File: config.mk
export PLATFORM = sky130hd
export DESIGN_NAME = spi_slave_duplex_flat
export DESIGN_NICKNAME = d
export VERILOG_FILES = /design/src/rtl/spi_slave_duplex_if.sv /design/src/rtl/spi_slave_duplex.sv /design/src/flat_wrapper.sv
export SDC_FILE = /design/constraint.sdc
export NUM_CORES = 1
export LEC_CHECK = 0
export CORE_MARGIN = 4
export CORE_UTILIZATION = 47
export CTS_CLUSTER_SIZE = 24
export DETAILED_ROUTE_END_ITERATION = 12
export GPL_ROUTABILITY_DRIVEN = 0
export GPL_TIMING_DRIVEN = 0
export PLACE_DENSITY = 0.74
export SYNTH_ARGS = -nofsm -noshare
export SYNTH_HDL_FRONTEND = slang
export SYNTH_SLANG_ARGS = --single-unit
File: constraint.sdc
create_clock -name clk -period 1.66 [get_ports clk]
set_clock_uncertainty 0.05 [all_clocks]
set_input_delay 0.332 -clock clk [delete_from_list [all_inputs] [get_ports clk]]
set_output_delay 0.332 -clock clk [all_outputs]
set_load 0.01 [all_outputs]
File: src/rtl/spi_slave_duplex_if.sv
// Core-side streams of spi_slave_duplex: RX/TX valid-ready handshakes and event pulses.
interface spi_slave_duplex_if #(
    parameter int DATA_WIDTH = 8
);
    logic [DATA_WIDTH-1:0] rx_data;
    logic                  rx_valid;
    logic                  rx_ready;
    logic [DATA_WIDTH-1:0] tx_data;
    logic                  tx_valid;
    logic                  tx_ready;
    logic                  overrun;
    logic                  underrun;
    logic                  frame_abort;

    modport slave (
        output rx_data, rx_valid, tx_ready, overrun, underrun, frame_abort,
        input  rx_ready, tx_data, tx_valid
    );

    modport master (
        input  rx_data, rx_valid, tx_ready, overrun, underrun, frame_abort,
        output rx_ready, tx_data, tx_valid
    );
endinterface

File: src/rtl/spi_slave_duplex.sv
// Full-duplex SPI slave, oversampled in the clk domain, with valid/ready RX and TX
// streams and overrun/underrun/abort event pulses.
module spi_slave_duplex #(
    parameter int DATA_WIDTH  = 8,
    parameter int CPOL        = 0,
    parameter int CPHA        = 0,
    parameter int MSB_FIRST   = 1,
    parameter int SYNC_STAGES = 2
) (
    input  logic clk,
    input  logic rst_n,
    input  logic sclk,
    input  logic mosi,
    input  logic cs_n,
    output logic miso,
    output logic miso_oe,
    spi_slave_duplex_if.slave bus
);
    localparam int              CW       = $clog2(DATA_WIDTH);
    localparam logic            IDLE_LVL = (CPOL != 0);
    localparam logic [CW-1:0]   LAST_BIT = CW'(DATA_WIDTH - 1);

    typedef enum logic {ST_IDLE, ST_ACTIVE} state_t;

    logic [SYNC_STAGES-1:0] sclk_sync, mosi_sync, cs_sync;
    logic                   sclk_s, mosi_s, cs_n_s, sclk_prev;
    state_t                 state_q, state_d;
    logic [CW-1:0]          bit_cnt;
    logic [DATA_WIDTH-1:0]  rx_shift, rx_word;
    logic [DATA_WIDTH-1:0]  tx_shift, tx_shift_d, tx_hold;
    logic                   hold_empty;
    logic                   lead_edge, trail_edge, sample_edge, shift_edge;
    logic                   frame_start, frame_end, in_frame;
    logic                   do_sample, word_done, do_load, do_shift, tx_head_d;

    always_ff @(posedge clk or negedge rst_n) begin
        if (!rst_n) begin
            sclk_sync <= {SYNC_STAGES{IDLE_LVL}};
            mosi_sync <= '0;
            cs_sync   <= '1;
            sclk_prev <= IDLE_LVL;
        end else begin
            sclk_sync <= {sclk_sync[SYNC_STAGES-2:0], sclk};
            mosi_sync <= {mosi_sync[SYNC_STAGES-2:0], mosi};
            cs_sync   <= {cs_sync[SYNC_STAGES-2:0], cs_n};
            sclk_prev <= sclk_s;
        end
    end

    assign sclk_s = sclk_sync[SYNC_STAGES-1];
    assign mosi_s = mosi_sync[SYNC_STAGES-1];
    assign cs_n_s = cs_sync[SYNC_STAGES-1];

    assign lead_edge   = (sclk_prev == IDLE_LVL) && (sclk_s != IDLE_LVL);
    assign trail_edge  = (sclk_prev != IDLE_LVL) && (sclk_s == IDLE_LVL);
    assign sample_edge = (CPHA != 0) ? trail_edge : lead_edge;
    assign shift_edge  = (CPHA != 0) ? lead_edge  : trail_edge;

    always_ff @(posedge clk or negedge rst_n) begin
        if (!rst_n) state_q <= ST_IDLE;
        else        state_q <= state_d;
    end

    always_comb begin
        state_d = state_q;
        case (state_q)
            ST_IDLE:   if (!cs_n_s) state_d = ST_ACTIVE;
            ST_ACTIVE: if (cs_n_s)  state_d = ST_IDLE;
            default:   state_d = ST_IDLE;
        endcase
    end

    assign frame_start = (state_q == ST_IDLE)   && !cs_n_s;
    assign frame_end   = (state_q == ST_ACTIVE) &&  cs_n_s;
    assign in_frame    = (state_q == ST_ACTIVE) && !cs_n_s;
    assign do_sample   = in_frame && sample_edge;
    assign word_done   = do_sample && (bit_cnt == LAST_BIT);
    assign do_load     = frame_start || word_done;
    // No shift at bit_cnt 0 so a freshly loaded head bit survives the first shift edge.
    assign do_shift    = in_frame && shift_edge && (bit_cnt != '0);

    assign rx_word = (MSB_FIRST != 0) ? {rx_shift[DATA_WIDTH-2:0], mosi_s}
                                      : {mosi_s, rx_shift[DATA_WIDTH-1:1]};

    always_comb begin
        tx_shift_d = tx_shift;
        if (frame_end)
            tx_shift_d = '0;
        else if (do_load)
            tx_shift_d = hold_empty ? '0 : tx_hold;
        else if (do_shift)
            tx_shift_d = (MSB_FIRST != 0) ? {tx_shift[DATA_WIDTH-2:0], 1'b0}
                                          : {1'b0, tx_shift[DATA_WIDTH-1:1]};
        tx_head_d = (MSB_FIRST != 0) ? tx_shift_d[DATA_WIDTH-1] : tx_shift_d[0];
    end

    assign bus.tx_ready = hold_empty;

    always_ff @(posedge clk or negedge rst_n) begin
        if (!rst_n) begin
            bit_cnt         <= '0;
            rx_shift        <= '0;
            tx_shift        <= '0;
            tx_hold         <= '0;
            hold_empty      <= 1'b1;
            miso            <= 1'b0;
            miso_oe         <= 1'b0;
            bus.rx_data     <= '0;
            bus.rx_valid    <= 1'b0;
            bus.overrun     <= 1'b0;
            bus.underrun    <= 1'b0;
            bus.frame_abort <= 1'b0;
        end else begin
            tx_shift        <= tx_shift_d;
            miso_oe         <= !cs_n_s;
            miso            <= !cs_n_s && tx_head_d;
            bus.underrun    <= do_load && hold_empty;
            bus.frame_abort <= frame_end && (bit_cnt != '0);
            bus.overrun     <= word_done && bus.rx_valid && !bus.rx_ready;

            // A load from an empty register sees empty even if a write lands this cycle.
            if (do_load && !hold_empty) begin
                hold_empty <= 1'b1;
            end else if (bus.tx_valid && hold_empty) begin
                hold_empty <= 1'b0;
                tx_hold    <= bus.tx_data;
            end

            if (frame_end) begin
                bit_cnt  <= '0;
                rx_shift <= '0;
            end else if (do_sample) begin
                bit_cnt  <= word_done ? '0 : bit_cnt + 1'b1;
                rx_shift <= rx_word;
            end

            if (word_done && (!bus.rx_valid || bus.rx_ready)) begin
                bus.rx_data  <= rx_word;
                bus.rx_valid <= 1'b1;
            end else if (bus.rx_valid && bus.rx_ready) begin
                bus.rx_valid <= 1'b0;
            end
        end
    end
endmodule
File: src/flat_wrapper.sv
// flat-port wrapper written by rule: the top's interface ports become plain ports
module spi_slave_duplex_flat 
#(
    parameter int DATA_WIDTH  = 8,
    parameter int CPOL        = 0,
    parameter int CPHA        = 0,
    parameter int MSB_FIRST   = 1,
    parameter int SYNC_STAGES = 2
)
  (clk, rst_n, sclk, mosi, cs_n, miso, miso_oe, bus_rx_data, bus_rx_valid, bus_tx_ready, bus_overrun, bus_underrun, bus_frame_abort, bus_rx_ready, bus_tx_data, bus_tx_valid);
  spi_slave_duplex_if #(.DATA_WIDTH(DATA_WIDTH)) bus_i ();
  input  logic clk;
  input  logic rst_n;
  input  logic sclk;
  input  logic mosi;
  input  logic cs_n;
  output logic miso;
  output logic miso_oe;
  output wire logic [$bits(bus_i.rx_data)-1:0] bus_rx_data;
  output wire logic [$bits(bus_i.rx_valid)-1:0] bus_rx_valid;
  output wire logic [$bits(bus_i.tx_ready)-1:0] bus_tx_ready;
  output wire logic [$bits(bus_i.overrun)-1:0] bus_overrun;
  output wire logic [$bits(bus_i.underrun)-1:0] bus_underrun;
  output wire logic [$bits(bus_i.frame_abort)-1:0] bus_frame_abort;
  input wire logic [$bits(bus_i.rx_ready)-1:0] bus_rx_ready;
  input wire logic [$bits(bus_i.tx_data)-1:0] bus_tx_data;
  input wire logic [$bits(bus_i.tx_valid)-1:0] bus_tx_valid;
  assign bus_rx_data = bus_i.rx_data;
  assign bus_rx_valid = bus_i.rx_valid;
  assign bus_tx_ready = bus_i.tx_ready;
  assign bus_overrun = bus_i.overrun;
  assign bus_underrun = bus_i.underrun;
  assign bus_frame_abort = bus_i.frame_abort;
  assign bus_i.rx_ready = bus_rx_ready;
  assign bus_i.tx_data = bus_tx_data;
  assign bus_i.tx_valid = bus_tx_valid;
  spi_slave_duplex #(.DATA_WIDTH(DATA_WIDTH), .CPOL(CPOL), .CPHA(CPHA), .MSB_FIRST(MSB_FIRST), .SYNC_STAGES(SYNC_STAGES)) u_core (.clk(clk), .rst_n(rst_n), .sclk(sclk), .mosi(mosi), .cs_n(cs_n), .miso(miso), .miso_oe(miso_oe), .bus(bus_i));
endmodule
## After elaboration in Yosys (flattened, before gate mapping)

Index checks and enable logic that the tools add are counted.

| cells by class | value |
|---|---|
| mux-type cells | 14 |
| reductions and logical operators | 30 |
| eq/ne operators | 1 |
| $add $sub $neg | 1 |
| bitwise logic cells | 4 |

Operator list:

| kind | number |
|---|---|
| $mux W8 | 4 |
| $logic_and A1 B1 Y1 | 18 |
| $mux W7 | 2 |
| $mux W3 | 3 |
| $reduce_bool A2 Y1 | 3 |
| $reduce_bool A3 Y1 | 2 |
| $mux W1 | 5 |
| $logic_not A1 Y1 | 4 |
| $not A1 Y1 | 4 |
| $add A3 B1 Y3 const B | 1 |
| $eq A3 B3 Y1 const B | 1 |
| $logic_or A1 B1 Y1 | 2 |
| $reduce_and A2 Y1 | 1 |

| word-level totals | value |
|---|---|
| flip-flop bits (word level) | 49 |
| output and inout bits | 15 |
| logic and storage cells | 68 |

## Logic depth before layout (Yosys ltp)

| depth | value |
|---|---|
| depth after elaboration | 8 |
| depth in mapped cells | 6 |

## Worst setup path before layout

No wires, ideal clock.

| path | value |
|---|---|
| path type | flip-flop to flip-flop |
| start point | register u_core.bit_cnt[0] |
| end point | register u_core.miso |
| path buffers | 0 |
| path slack | -0.044 ns |
| cell stages (with the launch flop) | 7 |
| arrival time | 1.576 ns |
| path through | dfrtp_1 ha_1 ha_1 nand3b_1 a211oi_2 a22oi_1 a21oi_1 |

| between the ends | value |
|---|---|
| cells in the longest elaborated chain, start to end | 6 |
| elaborated cells between the ends (all ways) | 9 |
| those cells by class | 1 x eq/ne; 3 x mux; 5 x reduce/logical |

Ends and longest elaborated chain:

| what | RTL line | RTL |
|---|---|---|
| from (decl) | spi_slave_duplex.sv:28 | `logic [CW-1:0] bit_cnt;` |
| from (signal assigned) | spi_slave_duplex.sv:133 | `bit_cnt <= word_done ? '0 : bit_cnt + 1'b1;` |
| $reduce_bool A3 Y1 / $eq A3 B3 Y1 (equally long branches) | spi_slave_duplex.sv:80, spi_slave_duplex.sv:77 |  |
| $logic_and A1 B1 Y1 (on tied branches) | spi_slave_duplex.sv:80, spi_slave_duplex.sv:77 |  |
| $mux W8 / $logic_or A1 B1 Y1 (equally long branches) | spi_slave_duplex.sv:91, spi_slave_duplex.sv:78 |  |
| $mux W8 (*) | spi_slave_duplex.sv:89 | `else if (do_load)` |
| $mux W8 (*) | spi_slave_duplex.sv:87 | `if (frame_end)` |
| $logic_and A1 B1 Y1 (*) | spi_slave_duplex.sv:116 | `miso <= !cs_n_s && tx_head_d;` |
| to (signal assigned) | spi_slave_duplex.sv:116 |  |
| to (decl) | spi_slave_duplex.sv:15 | `output logic miso,` |

Every way passes the cells marked *; elsewhere a longest branch is shown, timed or not. The select of a mux whose other input is x is not followed.
A chain may end at the register's enable or synchronous reset.

## Worst setup path in the final report

| path | value |
|---|---|
| start point | register u_core.bit_cnt[1] |
| end point | register u_core.tx_shift[5] |

| between the ends | value |
|---|---|
| cells in the longest elaborated chain, start to end | 5 |
| elaborated cells between the ends (all ways) | 8 |
| those cells by class | 1 x eq/ne; 2 x mux; 5 x reduce/logical |

Ends and longest elaborated chain:

| what | RTL line | RTL |
|---|---|---|
| $eq A3 B3 Y1 | spi_slave_duplex.sv:77 | `assign word_done = do_sample && (bit_cnt == LAST_BIT);` |
| $logic_and A1 B1 Y1 | spi_slave_duplex.sv:77 |  |
| $logic_or A1 B1 Y1 | spi_slave_duplex.sv:78 | `assign do_load = frame_start \|\| word_done;` |
| $mux W8 | spi_slave_duplex.sv:89 |  |
| $mux W8 | spi_slave_duplex.sv:87 |  |
| to (signal assigned) | spi_slave_duplex.sv:114 | `tx_shift <= tx_shift_d;` |
| to (decl) | spi_slave_duplex.sv:30 | `logic [DATA_WIDTH-1:0] tx_shift, tx_shift_d, tx_hold;` |

Parallel ways exist; a longest one is shown, timed or not.

==> results.txt <==
result of the run -> finished with violations
violations in the final reports -> setup timing
most used cells in the layout excluding fill and tap cells -> dfrtp_1 (44), clkdlybuf4s50_1 (27), nand2_1 (23)
Avg Synthesized Cell Area -> 13.3 um2
slew at the pin closest to its max-slew limit -> 0.455 ns
final routed wire length divided by cell count -> 14.2 um
Routed Wire Length -> 3.35 mm
number of hold violations in the final report -> 0
clock-pin slew reported for the worst setup and hold paths after clock tree synthesis -> 0.08 ns
CTS sink count -> 48
max cap viols -> 0
number of levels the H-tree was split into -> 2
fill count -> 279
synthesized flop and latch total -> 48
worst min-delay path endpoint -> u_core.sclk_sync[1]$_DFF_PN0_
number of setup violations in the final report -> 9
sequential standard cell area -> 1210 um2
# DRC -> 0
Final TNS setup -> -0.394 ns
cell area after synthesis -> 1880 um2
worst rel slew slack -> 69.7%
Crit path required time -> 1.79 ns
height of the die -> 71.2 um
finished layout cell area -> 2460 um2
DRT Pass-1 Iters -> 4
launching element type of the critical path -> flip-flop
setup repair after global routing missed its margin -> true
Boundary Pins -> 30
overall global routing resource usage -> 14.5%
initial DRC count -> 84
maximum ir drop on the vdd rail -> 0.634 mV
Yosys cell types -> 25
proportion of power drawn by combinational gates -> 11.8%
maximum root-to-sink buffer count -> 2
count of yosys warnings during synthesis -> 0
post-DR vias/cell -> 5.17
Clock Tree Root -> clkbuf_8
number of nets with antenna violations after detailed routing -> 0
HPWL reported at the end of detailed placement -> 2.33 mm
worst setup slack after placement -> -0.251 ns
depth of the worst register-to-register path -> 7
switch share -> 23.3%
via count of the first global-routing pass -> 1273
power share of the sequential group -> 59.7%
Max FO, Critical Path -> 6
share of cells above drive strength 1 -> 27.1%
clock group share of total power -> 28.5%
most common cell after layout, fill and taps aside -> dfrtp_1
Yosys top cell area share -> 59.9%
cell total after placement -> 219
achievable clock frequency -> 579 MHz
starting density of the core -> 49.8%
crit share post-route -> 104%
number of vias after detailed routing -> 1221
count of flip-flops with a built-in enable after synthesis -> 0
leakage dissipation -> 1.15 nW
destination of the worst register-to-register timing path -> u_core.tx_shift[5]$_DFFE_PN0P_
Fin Hold WS -> 0.304 ns
type of destination of the critical path -> flip-flop
library cell with the largest summed area after synthesis -> dfrtp_1
Power Density -> 908 nW/um2
Worst Slack Setup Final -> -0.0674 ns
first-pass GRT wire length -> 5.75 mm
# port buffers -> 29
Psw -> 0.000520 W
number of stages on the worst hold path -> 0
Multi-input gate area -> 696 um2
area of the core -> 3770 um2
CTS tree -> done
layout net count -> 206
diode insertion count for antenna repair -> 0
dominant cells by area after synthesis -> dfrtp_1 (60%), mux2_2 (9.6%), nand2_1 (4.6%)
number of pins with negative max-slew slack in the final report -> 0
initial antenna violation count -> 0
async set or reset register ratio after synthesis -> 100%
critical path class -> reg -> reg
time the worst path needs with I/O delays and setup -> 1.73 ns
class of the most critical hold timing path -> reg -> reg
number of buffers created by CTS -> 5
Mapped Nets -> 159
sequential fraction of the synthesis area -> 64.1%
GRT Residual Overflow -> 0
chip width -> 71.2 um
commonest register cell after synthesis -> dfrtp_1
full die area -> 5070 um2
post-route insts no fill -> 236
worst flop-to-flop path startpoint -> u_core.bit_cnt[1]$_DFFE_PN0P_
Area Growth Syn to Fin -> 31.0%
Area after DPL -> 2250 um2
floorplan row count -> 22
reg2reg setup slack -> -0.07 ns
arrival time worst endpoint -> 1.86 ns
hold_sp -> u_core.sclk_sync[0]$_DFF_PN0_
number of instances in the synthesized netlist -> 141
internal power contribution -> 0.00171 W
insertion delay to the later sink of the worst-skew pair -> 0.29 ns
largest net degree at the start of global routing -> 30
[Yosys cell counts (2+ instances only)]
cell	number
dfrtp_1	45
mux2_2	16
a22o_1	7
nor2_1	3
nand2_1	23
clkbuf_1	3
inv_1	3
ha_1	3
a211oi_2	2
o21ai_0	10
a21o_1	7
nand3b_1	3
dfstp_2	3
a21oi_1	2
[worst max path at each step]
stage               depth (start not counted)                             end                     startpoint
detailed placement                          6           u_core.miso$_DFF_PN0_  u_core.bit_cnt[0]$_DFFE_PN0P_
CTS                                         6  u_core.tx_shift[0]$_DFFE_PN0P_  u_core.bit_cnt[1]$_DFFE_PN0P_
global route                                7  u_core.tx_shift[0]$_DFFE_PN0P_  u_core.bit_cnt[0]$_DFFE_PN0P_
global placement                            1   u_core.tx_hold[2]$_DFFE_PN0P_                          rst_n
floorplan                                   6           u_core.miso$_DFF_PN0_  u_core.bit_cnt[0]$_DFFE_PN0P_
finish                                      7  u_core.tx_shift[5]$_DFFE_PN0P_  u_core.bit_cnt[1]$_DFFE_PN0P_
[metrics by stage]
step	util, %	total power, W
after global routing	65.3	0.00235
after detailed placement	59.8	0.00159
after CTS	64.4	0.00226
after floorplan	-	0.00147
after global placement	59.4	0.00157
final	65.3	0.00223
[what timing repair did]
action / 4_1_cts / 5_1_grt
resized for setup: 8 / 6
hold endpoints to repair: 19 / 0
pin swaps: 18 / 2
hold buffers: 1 / 0
endpoints found under the setup margin: 22 / 29
setup buffers: 8 / 3
[registers in the layout, indices dropped and copies added, names as in the netlist]
register and flops:
u_core.sclk_sync 2, u_core.miso 1, u_core.cs_sync 2, u_core.bus.rx_data 8
u_core.tx_shift 8, u_core.bus.underrun 1, u_core.bus.rx_valid 1, u_core.tx_hold 8
u_core.sclk_prev 1, u_core.bus.overrun 1, u_core.bus.frame_abort 1, u_core.rx_shift 7
u_core.bit_cnt 3, u_core.bus.tx_ready 1, u_core.mosi_sync 2, u_core.miso_oe 1
[layout make-up]
class / count / area share [%]
Clock buffer: 6 / 2.95
Inverter: 3 / 0.458
Timing Repair Buffer: 42 / 16.3
Tap cell: 48 / 2.44
Multi-Input combinational cell: 86 / 28.3
Sequential cell: 48 / 49.0
Buffer: 2 / 0.407
Clock inverter: 1 / 0.203
[worst max-delay path, stage by stage, from the launching register on]
cell and delay, ns:
dfrtp_1 0.41, ha_2 0.21, ha_4 0.16, nand3b_1 0.19
a211oi_4 0.11, buf_6 0.14, a22o_1 0.20, a21o_1 0.16
[power groups by stage]
stage	clock (W)	combinational [W]	sequential (W)
2_1_floorplan	0	0.000133	0.00134
3_3_place_gp	0	0.000220	0.00135
3_5_place_dp	0	0.000237	0.00135
4_1_cts	0.000664	0.000256	0.00134
5_1_grt	0.000718	0.000291	0.00134
6_report	0.000637	0.000264	0.00133
[metal layers]
metal	track usage (%)	up-vias	routed length, um
met5	0	-	0
met2	25.2	30	1820
met1	16.7	607	1350
li1	-	578	-
met4	6.68	0	45
met3	3.51	6	133
[logic make-up (layout without fill, tap and decap cells)]
family / after synthesis / count (layout) / share of synthesized area (%)
mux: 17 / 17 / 10.1
buf+inv: 7 / 54 / 1.46
flops: 48 / 48 / 64.1
compound gates: 30 / 30 / 11.4
simple gates: 36 / 36 / 10.9
fa+ha+maj: 3 / 3 / 2.00
Power figures use the tool's default switching activity.
